$ cat src/rtl/uart_tx_arbiter_if.sv
// Requester-side and transmitter-side signals of the shared UART transmit arbiter.
// Handshakes: requester i's byte transfers in the cycle req_accept[i] is high, and req_data
// slice i must stay stable until then. tx_wr is a one-cycle strobe issued only while tx_ack is high.
interface uart_tx_arbiter_if #(
  parameter int N_REQ = 2
);
  logic [N_REQ-1:0]   req_valid;
  logic [N_REQ-1:0]   req_lock;
  logic [8*N_REQ-1:0] req_data;
  logic [N_REQ-1:0]   req_accept;
  logic [N_REQ-1:0]   grant;
  logic [N_REQ-1:0]   timeout_flag;
  logic [7:0]         tx_data;
  logic               tx_wr;
  logic               tx_ack;

  modport slave (
    input  req_valid, req_lock, req_data, tx_ack,
    output req_accept, grant, timeout_flag, tx_data, tx_wr
  );

  modport master (
    output req_valid, req_lock, req_data, tx_ack,
    input  req_accept, grant, timeout_flag, tx_data, tx_wr
  );
endinterface

$ cat src/rtl/uart_tx_arbiter.sv
// Round-robin arbiter sharing one UART transmitter between N_REQ byte streams,
// with per-requester frame lock and an idle-lock timeout that forces release.
module uart_tx_arbiter #(
  parameter int N_REQ        = 2,
  parameter int LOCK_TIMEOUT = 1023
) (
  input  logic             clk,
  input  logic             rst,
  uart_tx_arbiter_if.slave bus,
  output logic [1:0]       dbg_state
);
  localparam int PW = (N_REQ > 1) ? $clog2(N_REQ) : 1;
  localparam int CW = 10;

  typedef enum logic [1:0] {IDLE, SEND, WAIT_LO, WAIT_HI} state_e;

  state_e           state_q, state_d;
  logic [N_REQ-1:0] grant_q, grant_d;
  logic [N_REQ-1:0] req_accept_q, req_accept_d;
  logic [N_REQ-1:0] timeout_flag_q, timeout_flag_d;
  logic [PW-1:0]    gidx_q, gidx_d;
  logic [PW-1:0]    rr_ptr_q, rr_ptr_d;
  logic [CW-1:0]    idle_cnt_q, idle_cnt_d;
  logic [1:0]       ack_cnt_q, ack_cnt_d;
  logic [7:0]       tx_data_q, tx_data_d;
  logic             tx_wr_q, tx_wr_d;

  logic             sel_found;
  logic [PW-1:0]    sel_idx;
  logic [PW-1:0]    cand;
  logic [7:0]       cur_byte;
  logic             release_now;
  int               j;

  // First valid requester at or after rr_ptr, wrapping.
  always_comb begin
    sel_found = 1'b0;
    sel_idx   = '0;
    cand      = '0;
    j         = 0;
    for (int i = 0; i < N_REQ; i++) begin
      j = int'(rr_ptr_q) + i;
      if (j >= N_REQ) j = j - N_REQ;
      cand = PW'(j);
      if (!sel_found && bus.req_valid[cand]) begin
        sel_found = 1'b1;
        sel_idx   = cand;
      end
    end
  end

  always_comb begin
    cur_byte = '0;
    for (int i = 0; i < N_REQ; i++) begin
      if (gidx_q == PW'(i)) cur_byte = bus.req_data[8*i +: 8];
    end
  end

  always_comb begin
    state_d        = state_q;
    grant_d        = grant_q;
    gidx_d         = gidx_q;
    rr_ptr_d       = rr_ptr_q;
    idle_cnt_d     = idle_cnt_q;
    ack_cnt_d      = ack_cnt_q;
    tx_data_d      = tx_data_q;
    tx_wr_d        = 1'b0;
    req_accept_d   = '0;
    timeout_flag_d = timeout_flag_q;
    release_now    = 1'b0;

    case (state_q)
      IDLE: begin
        if (sel_found && !tx_wr_q) begin
          grant_d          = '0;
          grant_d[sel_idx] = 1'b1;
          gidx_d           = sel_idx;
          idle_cnt_d       = '0;
          state_d          = SEND;
        end
      end
      SEND: begin
        if (bus.req_valid[gidx_q] && bus.tx_ack) begin
          tx_data_d              = cur_byte;
          tx_wr_d                = 1'b1;
          req_accept_d[gidx_q]   = 1'b1;
          idle_cnt_d             = '0;
          timeout_flag_d[gidx_q] = 1'b0;
          ack_cnt_d              = '0;
          state_d                = WAIT_LO;
        end else if (!bus.req_valid[gidx_q]) begin
          if (bus.req_lock[gidx_q]) begin
            // Saturating idle count; the release lands on the LOCK_TIMEOUT-th idle cycle.
            if (idle_cnt_q >= CW'(LOCK_TIMEOUT - 1)) begin
              idle_cnt_d             = CW'(LOCK_TIMEOUT);
              timeout_flag_d[gidx_q] = 1'b1;
              release_now            = 1'b1;
            end else begin
              idle_cnt_d = idle_cnt_q + 1'b1;
            end
          end else begin
            release_now = 1'b1;
          end
        end
      end
      WAIT_LO: begin
        // A transmitter that never drops ack still counts the byte as taken after 4 cycles.
        if (!bus.tx_ack || ack_cnt_q == 2'd3) begin
          state_d = WAIT_HI;
        end else begin
          ack_cnt_d = ack_cnt_q + 1'b1;
        end
      end
      WAIT_HI: begin
        if (bus.tx_ack) begin
          if (bus.req_lock[gidx_q]) state_d = SEND;
          else                      release_now = 1'b1;
        end
      end
      default: state_d = IDLE;
    endcase

    if (release_now) begin
      grant_d  = '0;
      rr_ptr_d = (gidx_q == PW'(N_REQ - 1)) ? '0 : gidx_q + 1'b1;
      state_d  = IDLE;
    end
  end

  always_ff @(posedge clk or negedge rst) begin
    if (!rst) begin
      state_q        <= IDLE;
      grant_q        <= '0;
      gidx_q         <= '0;
      rr_ptr_q       <= '0;
      idle_cnt_q     <= '0;
      ack_cnt_q      <= '0;
      tx_data_q      <= '0;
      tx_wr_q        <= 1'b0;
      req_accept_q   <= '0;
      timeout_flag_q <= '0;
    end else begin
      state_q        <= state_d;
      grant_q        <= grant_d;
      gidx_q         <= gidx_d;
      rr_ptr_q       <= rr_ptr_d;
      idle_cnt_q     <= idle_cnt_d;
      ack_cnt_q      <= ack_cnt_d;
      tx_data_q      <= tx_data_d;
      tx_wr_q        <= tx_wr_d;
      req_accept_q   <= req_accept_d;
      timeout_flag_q <= timeout_flag_d;
    end
  end

  assign bus.grant        = grant_q;
  assign bus.req_accept   = req_accept_q;
  assign bus.timeout_flag = timeout_flag_q;
  assign bus.tx_data      = tx_data_q;
  assign bus.tx_wr        = tx_wr_q;
  assign dbg_state        = state_q;
endmodule
$ cat src/flat_wrapper.sv
// flat-port wrapper written by rule: the top's interface ports become plain ports
module uart_tx_arbiter_flat 
#(
  parameter int N_REQ        = 2,
  parameter int LOCK_TIMEOUT = 1023
)
  (clk, rst, dbg_state, bus_req_valid, bus_req_lock, bus_req_data, bus_tx_ack, bus_req_accept, bus_grant, bus_timeout_flag, bus_tx_data, bus_tx_wr);
  uart_tx_arbiter_if #(.N_REQ(N_REQ)) bus_i ();
  input  logic clk;
  input  logic rst;
  output logic [1:0] dbg_state;
  input wire logic [$bits(bus_i.req_valid)-1:0] bus_req_valid;
  input wire logic [$bits(bus_i.req_lock)-1:0] bus_req_lock;
  input wire logic [$bits(bus_i.req_data)-1:0] bus_req_data;
  input wire logic [$bits(bus_i.tx_ack)-1:0] bus_tx_ack;
  output wire logic [$bits(bus_i.req_accept)-1:0] bus_req_accept;
  output wire logic [$bits(bus_i.grant)-1:0] bus_grant;
  output wire logic [$bits(bus_i.timeout_flag)-1:0] bus_timeout_flag;
  output wire logic [$bits(bus_i.tx_data)-1:0] bus_tx_data;
  output wire logic [$bits(bus_i.tx_wr)-1:0] bus_tx_wr;
  assign bus_i.req_valid = bus_req_valid;
  assign bus_i.req_lock = bus_req_lock;
  assign bus_i.req_data = bus_req_data;
  assign bus_i.tx_ack = bus_tx_ack;
  assign bus_req_accept = bus_i.req_accept;
  assign bus_grant = bus_i.grant;
  assign bus_timeout_flag = bus_i.timeout_flag;
  assign bus_tx_data = bus_i.tx_data;
  assign bus_tx_wr = bus_i.tx_wr;
  uart_tx_arbiter #(.N_REQ(N_REQ), .LOCK_TIMEOUT(LOCK_TIMEOUT)) u_core (.clk(clk), .rst(rst), .bus(bus_i), .dbg_state(dbg_state));
endmodule
$ cat config.mk
export PLATFORM = sky130hd
export DESIGN_NAME = uart_tx_arbiter_flat
export DESIGN_NICKNAME = d
export VERILOG_FILES = /design/src/rtl/uart_tx_arbiter_if.sv /design/src/rtl/uart_tx_arbiter.sv /design/src/flat_wrapper.sv
export SDC_FILE = /design/constraint.sdc
export NUM_CORES = 1
export LEC_CHECK = 0
export ABC_CLOCK_PERIOD_IN_PS = 2500
export CAP_MARGIN = 20
export CORE_MARGIN = 5
export CORE_UTILIZATION = 45
export CTS_CLUSTER_SIZE = 20
export DETAILED_ROUTE_END_ITERATION = 10
export PLACE_DENSITY = 0.73
export SYNTH_ARGS = -nofsm -noshare
export SYNTH_HDL_FRONTEND = slang
export SYNTH_SLANG_ARGS = --single-unit
$ cat constraint.sdc
create_clock -name clk -period 2.5 [get_ports clk]
set_clock_uncertainty 0.2 [all_clocks]
set_input_delay 0.5 -clock clk [delete_from_list [all_inputs] [get_ports clk]]
set_output_delay 0.5 -clock clk [all_outputs]
set_load 0.02 [all_outputs]
==> flow_metrics.tcl <==
set metrics [dict create \
    dieArea_um2 5360 \
    initial_core_util_pct 45.6 \
    swShare_pct 40.4 \
    timing.final.crit_share_pct 90.0 \
    r2r-end "u_core.rr_ptr_q" \
    yosys.area_share.adder_pct 4.87 \
    syn_avg_cell_area_um2 9.93 \
    seq_area_um2 776 \
    cp_slowest_stage_delay_ns 0.42 \
    postSynth.topFlopCell "dfrtp_1" \
    rrSetupSlack_ns 0.25 \
    ant_nets 0 \
    finalHoldViolations 0 \
    cts_resized 0 \
    grt_pass1_vias 1580 \
    grt_antenna_before_repair 0 \
    synth-seq-area-share_pct 43.2 \
    maxCapViolations 0 \
    grt_max_degree 32 \
    crit_arrival_ns 2.21 \
    post_cts_buffers 0 \
    grtUsageTotal_pct 17.4 \
    synth_xor_xnor_area_share_pct 0 \
    cts_tree "yes" \
    r2r_cells 6 \
    p_seq_share_pct 32.4 \
    firstDrtPassIters 4 \
    cellPowerDensity_nw_per_um2 964 \
    p_switching_w 0.000928 \
    path_max_fanout 6 \
    power_frac_clock_pct 16.2 \
    cts_max_path_buffers 2 \
    wire_per_inst_um 15.1 \
    worstSetupPathType "reg2reg" \
    numCtsBuffers 5 \
    io_pins 40 \
    viasPerCell 5.64 \
    area_delta_synth_final_pct 32.5 \
    final_common_cell "clkdlybuf4s50_1" \
    drc 0 \
    syn-cell-area_um2 1800 \
    worstHoldStart "u_core.bus.tx_data[7]" \
    routed_wl_mm 4.24 \
    postSynthNetCount 211 \
    path_cells "inv_1, ha_1, o211ai_1, nor3_2, o21ai_1, mux2_1" \
    post-route-util_pct 60.4 \
    synth-compound-area-share_pct 22.6 \
    hold_class "reg2reg" \
    synth_simple_gate_area_share_pct 16.9 \
    place_inst 273 \
    synth_top_family_by_area "compound AO/OA/AOI/OAI gates" \
    combPwrFrac_pct 51.4 \
    vdd_drop_max_mv 0.566 \
    path_buf_inv 1 \
    worst_slew_pin_slew_ns 0.501 \
    whs_endpoint "u_core.bus.tx_data[7]" \
    drtIter0Drc 102 \
    min_delay_path_depth 2 \
    ys_seq_elements 31 \
    startpoint_type "register" \
    grt-ovfl-total 0 \
    p_int_w 0.00137 \
    muxShareOfSynthArea_pct 8.22 \
    core_um2 3940 \
    multi_input_area_um2 946 \
    total_power_w 0.00229 \
    critical_path.top_delay_family "compound AO/OA/AOI/OAI gates" \
    p_leak_nw 1.06 \
    routabilityCongestion 0.838 \
    io_buffers 39 \
    grt_pass1_wl_mm 7.22 \
    crit_required_ns 2.46 \
    setup_viol 0 \
    ys_types 49 \
    n_fill_cell 341 \
    syn_inst 181 \
    max_clock_freq_ghz 0.444 \
    finalNonFillerCells 281 \
    fin_crit_ns 2.25 \
    slew_violations 0 \
    reg2reg_from "u_core.idle_cnt_q[0]" \
    final_net_count 260 \
    drive_gt1_share_pct 11.7 \
    clkSlewWorstSetupHoldPaths_ns 0.06 \
    holdBufCountCts 0 \
    clock-sinks 31 \
    num_vias 1584 \
    die_x_um 73.2 \
    ys_warn_count 0 \
    worstSkewPairLatency_ns 0.28 \
    critPathCaptureType "register" \
    n_antenna_cell 0 \
    root_buffer "clkbuf_8" \
    synth-edff-count 0 \
    dpl.hpwl_mm 3.31 \
    slowest_stage "dfrtp_1" \
    rows 23 \
    slew_headroom_pct 66.2 \
    fp.dieH_um 73.2 \
    layout_common_cells "clkdlybuf4s50_1 (39), dfrtp_1 (31), nand2_1 (17)" \
    grt_setup_unrepaired "no" \
    async_flop_share_pct 100 \
    htreeDepth 2 \
    outcome "finished, final reports clean" \
]
-- synthesized netlist by cell type (all sizes together), types with 2 or more instances --
library cell | n | area (µm²)
o221ai | 3 | 26.3
a41oi | 5 | 43.8
a311oi | 5 | 43.8
o211ai | 2 | 15.0
and2 | 2 | 12.5
a31oi | 7 | 43.8
dfrtp | 31 | 776
o31ai | 3 | 22.5
and4 | 3 | 26.3
nor2 | 8 | 30.0
or2 | 2 | 12.5
inv | 10 | 37.5
a21oi | 5 | 28.8
nand2 | 17 | 63.8
mux2i | 11 | 114
and3 | 6 | 42.5
clkbuf | 2 | 8.75
ha | 7 | 87.6
nand3 | 4 | 20.0
buf | 5 | 28.8
mux2 | 3 | 33.8
a32o | 3 | 30.0
nor3 | 5 | 30.0
o21ai | 17 | 85.1
-- logic make-up (layout without fill, tap and decap cells) --
family / count (synthesis) / after routing
adders and majority gates: 7 / 7
DFF: 31 / 31
AOI/OAI and AO/OA: 58 / 58
buffers and inverters: 17 / 67
muxes: 14 / 14
and+or+nand+nor: 54 / 54
-- worst min-delay path: stages, from the launching register on --
cell and delay (ns):
dfrtp_1 0.34, nand2_1 0.05, o21ai_0 0.06
-- power groups by stage --
stage | clock network, W | registers, W | logic, W
final | 0.000372 | 0.000743 | 0.00118
after global routing | 0.000410 | 0.000769 | 0.00130
after CTS | 0.000383 | 0.000744 | 0.00119
after detailed placement | 0 | 0.000753 | 0.00118
after global placement | 0 | 0.000746 | 0.00117
after floorplan | 0 | 0.000839 | 0.000636
-- flip-flops by register name, indices dropped and copies added (netlist names), named ones only --
name,flops
u_core.bus.grant,2
u_core.dbg_state,2
u_core.ack_cnt_q,2
u_core.bus.tx_wr,1
u_core.gidx_q,1
u_core.rr_ptr_q,1
u_core.idle_cnt_q,10
u_core.bus.req_accept,2
u_core.bus.tx_data,8
-- area by class of cell --
class / count / area share, %
clock buffers: 7 / 3.21
well taps: 50 / 2.63
repair buffers: 49 / 20.1
inverters: 10 / 1.58
flip-flops and latches: 31 / 32.6
clock inverters: 1 / 0.210
multi-input cells: 133 / 39.7
-- layer usage --
layer	global-route usage (%)	part of all wire, %	vias up
li1	-	-	784
met1	23.0	48	773
met2	27.2	49	23
met3	5.10	3.1	4
met4	5.74	0.82	0
met5	0	0	-
-- how the worst max path moves through the flow --
stage                               from  slack, ns              endpoint  depth (start not counted)
floorplan            u_core.dbg_state[1]       0.45  u_core.idle_cnt_q[1]                          7
global placement        bus_req_valid[1]       0.07  u_core.idle_cnt_q[4]                          5
detailed placement      bus_req_valid[0]      -0.02  u_core.idle_cnt_q[5]                          5
CTS                 u_core.idle_cnt_q[0]       0.26       u_core.rr_ptr_q                          6
global route        u_core.idle_cnt_q[0]       0.07       u_core.rr_ptr_q                          6
finish              u_core.idle_cnt_q[0]       0.25       u_core.rr_ptr_q                          6
-- metrics by stage --
stage               setup TNS [ns]  setup slack [ns]  area [µm²]  hold WS, ns
floorplan                        0             0.447        1800      0.00441
global route                     0            0.0723        2380        0.313
global placement                 0            0.0672        2300        0.262
CTS                              0             0.255        2380        0.284
finish                           0             0.250        2380        0.277
detailed placement         -0.0153           -0.0153        2300        0.270
No activity file was read; power rests on OpenSTA's default activity.
